<file path="src/rtl/mips_pkg.sv">
// Shared types and constants for the MIPS fetch front end.
// FSM states, next-PC select codes and the default reset PC.
package mips_pkg;

    typedef enum logic [1:0] {
        ST_RST   = 2'd0,
        ST_FETCH = 2'd1,
        ST_ISSUE = 2'd2
    } state_e;

    typedef enum logic [1:0] {
        NPC_SEQ = 2'd0,
        NPC_BR  = 2'd1,
        NPC_JMP = 2'd2,
        NPC_JR  = 2'd3
    } npc_sel_e;

    localparam logic [31:0] RESET_PC_DEFAULT = 32'h0000_0000;

    // Sign-extend a 16-bit word offset to 32 bits
    function automatic logic [31:0] sext16(input logic [15:0] v);
        return {{16{v[15]}}, v};
    endfunction

endpackage

</file>
<file path="src/rtl/npc_calc.sv">
// Next-PC calculator: sequential, branch, jump and jump-register.
// Purely combinational; jr beats jmp beats br_taken beats sequential.
module npc_calc
    import mips_pkg::*;
(
    input  logic [31:0] pc,
    input  logic        br_taken,
    input  logic [15:0] br_imm,
    input  logic        jmp,
    input  logic [25:0] jmp_target26,
    input  logic        jr,
    input  logic [31:0] jr_addr,
    output logic [31:0] next_pc,
    output logic        redirect
);

    logic [31:0] pc1;
    npc_sel_e    sel;

    assign pc1 = pc + 32'd1;

    // Resolve the redirect source by fixed priority
    always_comb begin
        sel = NPC_SEQ;
        if (jr) begin
            sel = NPC_JR;
        end else if (jmp) begin
            sel = NPC_JMP;
        end else if (br_taken) begin
            sel = NPC_BR;
        end
    end

    // Form the target address for the selected source
    always_comb begin
        next_pc = pc1;
        unique case (sel)
            NPC_SEQ: next_pc = pc1;
            NPC_BR:  next_pc = pc1 + sext16(br_imm);
            NPC_JMP: next_pc = {pc1[31:26], jmp_target26};
            NPC_JR:  next_pc = jr_addr;
            default: next_pc = pc1;
        endcase
    end

    assign redirect = (sel != NPC_SEQ);

endmodule

</file>
<file path="src/rtl/pc_sequencer.sv">
// Instruction-fetch sequencer: PC register, imem handshake, decode issue.
// Define DELAY_SLOT_EN to make redirects take effect after one delay slot.
module pc_sequencer
    import mips_pkg::*;
#(
    parameter logic [31:0] RESET_PC = RESET_PC_DEFAULT
) (
    input  logic        clk,
    input  logic        reset,
    output logic        imem_req,
    output logic [31:0] imem_addr,
    input  logic        imem_ack,
    input  logic [31:0] imem_rdata,
    output logic        instr_valid,
    input  logic        instr_ready,
    output logic [31:0] instr,
    output logic [31:0] pc_out,
    input  logic        br_taken,
    input  logic [15:0] br_imm,
    input  logic        jmp,
    input  logic [25:0] jmp_target26,
    input  logic        jr,
    input  logic [31:0] jr_addr,
    output logic [31:0] instr_count
);

    state_e      state_q, state_d;
    logic [31:0] pc_q, pc_d;
    logic [31:0] instr_q, instr_d;
    logic [31:0] count_q, count_d;
    logic [31:0] next_pc;
    logic        redirect;

`ifdef DELAY_SLOT_EN
    logic        pend_valid_q, pend_valid_d;
    logic [31:0] pend_pc_q, pend_pc_d;
    logic [31:0] seq_pc;

    assign seq_pc = pc_q + 32'd1;
`else
    logic        unused_redirect;

    assign unused_redirect = redirect;
`endif

    npc_calc u_npc (
        .pc           (pc_q),
        .br_taken     (br_taken),
        .br_imm       (br_imm),
        .jmp          (jmp),
        .jmp_target26 (jmp_target26),
        .jr           (jr),
        .jr_addr      (jr_addr),
        .next_pc      (next_pc),
        .redirect     (redirect)
    );

    // Next state, PC update and instruction capture
    always_comb begin
        state_d = state_q;
        pc_d    = pc_q;
        instr_d = instr_q;
        count_d = count_q;
`ifdef DELAY_SLOT_EN
        pend_valid_d = pend_valid_q;
        pend_pc_d    = pend_pc_q;
`endif
        unique case (state_q)
            ST_RST: begin
                state_d = ST_FETCH;
                pc_d    = RESET_PC;
            end
            ST_FETCH: begin
                if (imem_ack) begin
                    instr_d = imem_rdata;
                    state_d = ST_ISSUE;
                end
            end
            ST_ISSUE: begin
                if (instr_ready) begin
                    state_d = ST_FETCH;
                    count_d = count_q + 32'd1;
`ifdef DELAY_SLOT_EN
                    if (pend_valid_q) begin
                        pc_d         = pend_pc_q;
                        pend_valid_d = 1'b0;
                    end else if (redirect) begin
                        pc_d         = seq_pc;
                        pend_valid_d = 1'b1;
                        pend_pc_d    = next_pc;
                    end else begin
                        pc_d = next_pc;
                    end
`else
                    pc_d = next_pc;
`endif
                end
            end
            default: state_d = ST_RST;
        endcase
    end

    // State and datapath registers with synchronous reset
    always_ff @(posedge clk) begin
        if (reset) begin
            state_q <= ST_RST;
            pc_q    <= RESET_PC;
            instr_q <= 32'd0;
            count_q <= 32'd0;
`ifdef DELAY_SLOT_EN
            pend_valid_q <= 1'b0;
            pend_pc_q    <= 32'd0;
`endif
        end else begin
            state_q <= state_d;
            pc_q    <= pc_d;
            instr_q <= instr_d;
            count_q <= count_d;
`ifdef DELAY_SLOT_EN
            pend_valid_q <= pend_valid_d;
            pend_pc_q    <= pend_pc_d;
`endif
        end
    end

    assign imem_req    = (state_q == ST_FETCH);
    assign imem_addr   = pc_q;
    assign instr_valid = (state_q == ST_ISSUE);
    assign instr       = instr_q;
    assign pc_out      = pc_q;
    assign instr_count = count_q;

endmodule

</file>
<file path="config.mk">
export PLATFORM = sky130hd
export DESIGN_NAME = pc_sequencer
export DESIGN_NICKNAME = d
export VERILOG_FILES = /design/src/rtl/mips_pkg.sv /design/src/rtl/npc_calc.sv /design/src/rtl/pc_sequencer.sv
export SDC_FILE = /design/constraint.sdc
export NUM_CORES = 1
export LEC_CHECK = 0
export ABC_AREA = 1
export BUFFER_PORTS_ARGS = -buffer_cell sky130_fd_sc_hd__buf_4
export CAP_MARGIN = 20
export CORE_MARGIN = 1
export CORE_UTILIZATION = 42
export DETAILED_ROUTE_END_ITERATION = 16
export GPL_ROUTABILITY_DRIVEN = 0
export MAX_ROUTING_LAYER = met4
export PLACE_DENSITY = 0.68
export SLEW_MARGIN = 20
export SYNTH_ARGS = -nofsm -noshare
export SYNTH_HDL_FRONTEND = slang
export SYNTH_SLANG_ARGS = --single-unit
</file>
<file path="constraint.sdc">
create_clock -name clk -period 2.7 [get_ports clk]
set_input_delay 0.54 -clock clk [delete_from_list [all_inputs] [get_ports clk]]
set_output_delay 0.54 -clock clk [all_outputs]
set_load 0.02 [all_outputs]
</file>
==> results of run 1 <==
[layer usage]
| layer | vias to the layer above | part of all wire | GRT usage |
|---|---|---|---|
| met5 | - | 0 | - |
| met4 | 0 | 0.045 | 0.127 |
| met3 | 153 | 0.085 | 0.0443 |
| met2 | 660 | 0.48 | 0.575 |
| met1 | 5216 | 0.39 | 0.414 |
| li1 | 5260 | - | - |
[state kept, by name, summed over array words and instances, names as in the netlist]
signal	count
imem_addr	32
instr	32
instr_count	32
state_q	2
[final cells by class]
class                      count  share of cell area
multi-input combinational   1054               0.504
inverter                     195              0.0540
clock buffer                   9              0.0163
tap                          265              0.0240
sequential                    98               0.145
timing repair buffer         447               0.252
clock inverter                 7             0.00490
[critical path: stages, from the launching register on]
cell      delay, ns
dfxtp_1        0.35
nand2_1        0.15
nor2_2         0.23
buf_4          0.15
nand4_1        0.10
nor2_2         0.15
nand3_1        0.07
nand2_1        0.11
inv_2          0.07
ha_4           0.32
nand2_4        0.08
inv_1          0.12
nand2_4        0.08
buf_4          0.13
o21bai_1       0.21
nor2_2         0.09
nand3_1        0.09
nand3_1        0.09
nand2_2        0.09
nand2_2        0.05
a21oi_2        0.13
[what timing repair did]
action / CTS / global route
endpoints found under the setup margin: 26 / 27
pin swaps: 128 / 126
buffers inserted: 27 / 13
gates resized for setup: 269 / 185
[cell families after synthesis]
logic type / Yosys count / share of synthesized area
AND/OR/NAND/NOR: 786 / 0.403
buffers and inverters: 267 / 0.136
AO/OA/AOI/OAI: 194 / 0.128
flip-flops: 98 / 0.236
adder cells (fa/ha/maj): 40 / 0.0611
XOR/XNOR: 34 / 0.0358
[worst paths after layout]
kind	from	end	slack, ns	cells past startpoint
worst max-delay path	imem_addr[16]	imem_addr[25]	-0.25	20
worst min-delay path	imem_rdata[16]	instr[16]	0.46	3
worst max register to register	imem_addr[16]	imem_addr[25]	-0.25	20
worst min register to register	instr[25]	instr[25]	0.46	2
[metrics by stage]
step	hold WS [ns]	power, mW	TNS [ns]	util
detailed placement	0.453	2.28	-7.23	0.586
CTS	0.455	3.65	-1.19	0.669
floorplan	0.516	1.90	0	-
finish	0.458	3.76	-3.87	0.711
global placement	0.448	2.27	-6.36	0.586
global route	0.461	3.89	-6.91	0.711
[cell usage in the layout (no fill, tap or decap), types with 6 or more instances in the layout]
cell,count
buf_4,421
nand2_1,342
inv_1,154
a21oi_1,101
nand2_2,94
nand3_1,91
dfxtp_1,81
nor2_1,68
inv_2,37
ha_4,33
nor2_4,30
nand2_4,28
nor2_2,26
o21ai_0,26
nand3_2,24
buf_6,24
a21oi_2,23
nor3_1,20
xor2_1,14
o211ai_1,13
nand4_1,12
nor3_4,9
clkbuf_16,9
dfxtp_4,9
xnor2_1,8
dfxtp_2,8
or2_4,7
xor2_2,7
nand3_4,6
nor3_2,6
ha_1,6
[power breakdown]
part	total [mW]	internal (mW)	switching, mW
Sequential	1.48	1.47	0.0191
Clock	1.30	0.652	0.644
Combinational	0.976	0.434	0.542
==> out/summary.txt, run 1 <==
Setup crit start kind: register
Layout area overhead: 66.0%
Die Y: 143 um
Setup Viol. Count Final: 23
max cap viols: 0
RSZ-0062 raised after global routing: yes
largest fanout on the critical path: 4
initial antenna violation count: 0
share of flip-flops with an asynchronous set or reset: 0
vias per cell: 5.44
Ys Warns: 0
Slew @ Worst Pin: 0.611 ns
HP Class: in -> reg
post-detail-place hpwl: 24300 um
Die Wd: 143 um
sequential element share of the synthesized area: 0.236
final hold vios: 0
cell taking the most area after synthesis: dfxtp_1
fin nets: 1958
row cnt: 51
area taken by multi-input logic gates: 6950 um^2
final worst path period share: 1.09
Avg WL per Cell: 17.6 um
Synth Net Count: 1572
CORE AREA: 19400 um^2
status: finished, violations left
layout cell share with drive strength beyond 1: 0.464
Reg area: 2010 um^2
CTS clk-pin slew, worst paths: 0.08 ns
final instance area: 13800 um^2
IO Port Bufs: 242
top post-synthesis cells by count: 459 x nand2_1, 192 x inv_1, 125 x a21oi_1
clock root cell: clkbuf_16
Slew Viols, Final: 0
Vias: 11300
CTS tree: done
gr ovfl total: 0
1st-iter DRT viols: 1108
post-synthesis register bit count: 98
die area: 20300 um^2
# diodes: 0
largest net degree at the start of global routing: 35
Initial Utilization: 0.428
cts hold-fix bufs: 0
Clock Sinks: 98
area post-placement: 11400 um^2
Routed WL: 36500 um
Tmin final: 2.95 ns
filler cell count: 1531
Slew Limit Headroom: 0.592
Top FF cell, synth: dfxtp_1
H-Tree Depth: 3
Layout Skew: 0.0117 ns
worst skew pair latency: 0.35 ns
vias in the first global route: 10300
CTS Buf Count: 9
synth top area cells: dfxtp_1 24%, nand2_1 21%, inv_1 8.7%
Worst Path Required: 2.98 ns
Post-Place Cells: 2021
Crit. End Element: register
count leader, synth: nand2_1
gr usage total: 0.341
Netlist cell types: 39
Synth Cell Area: 8310 um^2
TritonRoute pass-1 iters: 6
EDFF count, synth: 0
clk buf depth: 2
top cell type's share of synthesized area: 0.236
Worst EP arrival: 3.23 ns
post-route insts no fill: 2075
dpl ws: -0.468 ns
Syn Area/Cell: 5.85 um^2
global-route wire length before repair: 52400 um
Max VDD drop: 0.000295 V
final worst slack: -0.252 ns
Max Clock Freq: 339 MHz
PwrDens: 272 nW/um^2
kind of critical path: reg -> reg
# DRC: 0
leakage power total: 6.52 nW
num ports: 243
failing checks: negative setup slack
Routed Antenna Nets: 0
synthesized instance count: 1419
Power figures use the tool's default switching activity.
==> run 2, diff against run 1 <==
--- a/config.mk
+++ b/config.mk
@@ -14,6 +14,7 @@
 export GPL_ROUTABILITY_DRIVEN = 0
 export MAX_ROUTING_LAYER = met4
 export PLACE_DENSITY = 0.68
+export RECOVER_POWER = 50
 export SLEW_MARGIN = 20
 export SYNTH_ARGS = -nofsm -noshare
 export SYNTH_HDL_FRONTEND = slang
==> constraint.sdc (replaced) <==
create_clock -name clk -period 2.7 [get_ports clk]
set_input_delay 0.135 -clock clk [delete_from_list [all_inputs] [get_ports clk]]
set_output_delay 0.135 -clock clk [all_outputs]
set_load 0.02 [all_outputs]
==> out/summary.txt, run 2 (synthesis results as in run 1) <==
cts hold-fix bufs: 0 (unchanged)
Reg-to-Reg Start: imem_addr[1] (was imem_addr[16])
gr ovfl total: 0 (unchanged)
kind of critical path: reg -> reg (unchanged)
Setup crit start kind: register (unchanged)
family with the most delay on the worst path: simple AND/OR/NAND/NOR gates (unchanged)
Worst Path Required: 2.98 ns (about the same)
max cap viols: 1 (was 0)
status: finished, violations left (unchanged)
filler cell count: 1584 (was 1531)
largest fanout on the critical path: 5 (was 4)
Die Y: 143 um (unchanged)
Slew @ Worst Pin: 1.57 ns (was 0.611 ns)
worst reg2reg path depth: 21 (was 20)
Setup Viol. Count Final: 24 (was 23)
die area: 20300 um^2 (unchanged)
Avg WL per Cell: 17.0 um (was 17.6 um)
CTS clk-pin slew, worst paths: 0.08 ns (about the same)
Crit. End Element: register (unchanged)
setup slack, reg-to-reg: -0.27 ns (was -0.25 ns)
gr usage total: 0.322 (was 0.341)
most frequent cells in the layout: 353 x buf_4, 350 x nand2_1, 160 x inv_1 (was 421 x buf_4, 342 x nand2_1, 154 x inv_1)
Setup TNS: -3.47 ns (was -3.87 ns)
CTS tree: done (unchanged)
# diodes: 0 (unchanged)
Tmin final: 2.97 ns (was 2.95 ns)
Routed WL: 35100 um (was 36500 um)
Hold Path End: instr[29] (was instr[16])
post-detail-place hpwl: 24200 um (was 24300 um)
Critical-path top delay cell: dfxtp_4 (was dfxtp_1)
TritonRoute pass-1 iters: 5 (was 6)
initial antenna violation count: 0 (unchanged)
IO Port Bufs: 242 (unchanged)
layout cell share with drive strength beyond 1: 0.412 (was 0.464)
PwrDens: 281 nW/um^2 (was 272 nW/um^2)
vias in the first global route: 9973 (was 10300)
failing checks: max-capacitance violations, max-slew violations, negative setup slack (was negative setup slack)
clock root cell: clkbuf_16 (unchanged)
dpl ws: -0.458 ns (was -0.468 ns)
Slowest Stage Delay on Critical Path: 0.39 ns (was 0.35 ns)
largest net degree at the start of global routing: 55 (was 35)
most common cell after layout, fill and taps aside: buf_4 (unchanged)
Slew Limit Headroom: -0.0478 (was 0.592)
Hold Crit Start: imem_rdata[29] (was imem_rdata[16])
Initial Utilization: 0.428 (unchanged)
CORE AREA: 19400 um^2 (unchanged)
H-Tree Depth: 3 (unchanged)
Routed Antenna Nets: 0 (unchanged)
Hold Path Depth: 3 (unchanged)
Crit path depth: 21 (was 20)
worst path buffer plus inverter count: 5 (was 4)
row cnt: 51 (unchanged)
Worst EP arrival: 3.25 ns (was 3.23 ns)
# DRC: 0 (unchanged)
leakage power total: 6.30 nW (was 6.52 nW)
HP Class: in -> reg (unchanged)
Vias: 11100 (was 11300)
fin nets: 1948 (was 1958)
worst skew pair latency: 0.36 ns (was 0.35 ns)
final worst path period share: 1.10 (was 1.09)
num ports: 243 (unchanged)
global-route wire length before repair: 49700 um (was 52400 um)
Layout area overhead: 59.9% (was 66.0%)
clk buf depth: 2 (unchanged)
Max VDD drop: 0.000386 V (was 0.000295 V)
final hold vios: 0 (unchanged)
total power: 3.73 mW (was 3.76 mW)
CTS Buf Count: 9 (unchanged)
CP cell instances: nand2_4, nor2_4, nand2_4, nor2_4, buf_6, nand3_4, xnor2_2, buf_6, ha_4, nand2_4, buf_6, inv_4, a21oi_4, nand2_2, inv_1, nand2_1, nand2_1, nand3_2, nand3_2, nand2_1, a21oi_1 (was nand2_1, nor2_2, buf_4, nand4_1, nor2_2, nand3_1, nand2_1, inv_2, ha_4, nand2_4, inv_1, nand2_4, buf_4, o21bai_1, nor2_2, nand3_1, nand3_1, nand2_2, nand2_2, a21oi_2)
Layout Skew: 0.00924 ns (was 0.0117 ns)
vias per cell: 5.40 (was 5.44)
FF-to-FF End: imem_addr[21] (was imem_addr[25])
RSZ-0062 raised after global routing: yes (unchanged)
Slew Viols, Final: 34 (was 0)
Clock Sinks: 98 (unchanged)
Die Wd: 143 um (unchanged)
final worst slack: -0.270 ns (was -0.252 ns)
1st-iter DRT viols: 978 (was 1108)
Max Clock Freq: 337 MHz (was 339 MHz)
[run 2: changes by cell type in the layout (fill, tap and decap cells not counted), moves of 4 or more]
cell      change
ha_4          -4
clkbuf_1     +64
inv_2         -6
or2_2         +5
nand2_1       +8
nor2_2        +6
ha_1          +4
nand2_2       -9
buf_4        -68
nor2_4        -6
or2_4         -5
inv_1         +6
buf_6         -4
[run 2: cell type report]
type	count	area [um^2]	share of cell area
tap	265	332	0.0250
clock buffer	10	229	0.0172
clock inverter	6	72.6	0.00546
inverter	195	744	0.0560
multi-input combinational	1054	6760	0.509
timing repair buffer	437	3130	0.236
sequential	98	2010	0.152
[run 2: tightest hold or removal path, cell delays in order]
cell     delay [ns]
buf_4          0.11
nand3_1        0.07
a21oi_1        0.06
[run 2: power by group]
part / total, mW / switching, mW / leakage, nW / internal [mW]
Clock: 1.35 / 0.614 / 0.146 / 0.734
Combinational: 0.903 / 0.518 / 5.35 / 0.385
Sequential: 1.48 / 0.0195 / 0.806 / 1.46
[run 2: metrics by stage]
stage | util | instance area [um^2] | cells | hold slack [ns]
finish | 0.685 | 13300 | 2065 | 0.0554
floorplan | - | 8340 | 1419 | 0.301
detailed placement | 0.584 | 11300 | 2019 | 0.425
global route | 0.685 | 13300 | 2065 | 0.0533
global placement | 0.584 | 11300 | 2019 | 0.420
CTS | 0.649 | 12600 | 2052 | 0.0475
[run 2: worst max path at each step]
stage / from / endpoint
after CTS: imem_addr[0] / imem_addr[26]
after global placement: imem_addr[6] / imem_addr[25]
after detailed placement: imem_addr[6] / imem_addr[21]
after global routing: imem_addr[1] / imem_addr[21]
after floorplan: imem_addr[13] / imem_addr[26]
final: imem_addr[1] / imem_addr[21]
[run 2: routing by layer]
metal	up-vias	track usage	wire [um]	share of wire
li1	5252	-	-	-
met1	5110	0.410	14000	0.40
met2	628	0.527	16600	0.47
met3	151	0.0285	2800	0.080
met4	0	0.123	1650	0.047
met5	-	-	0	0
[run 2: what timing repair did]
item	in CTS	in global routing
gates resized for setup	195	218
pin swaps	73	98
setup endpoints to repair	25	27
setup buffers	17	13
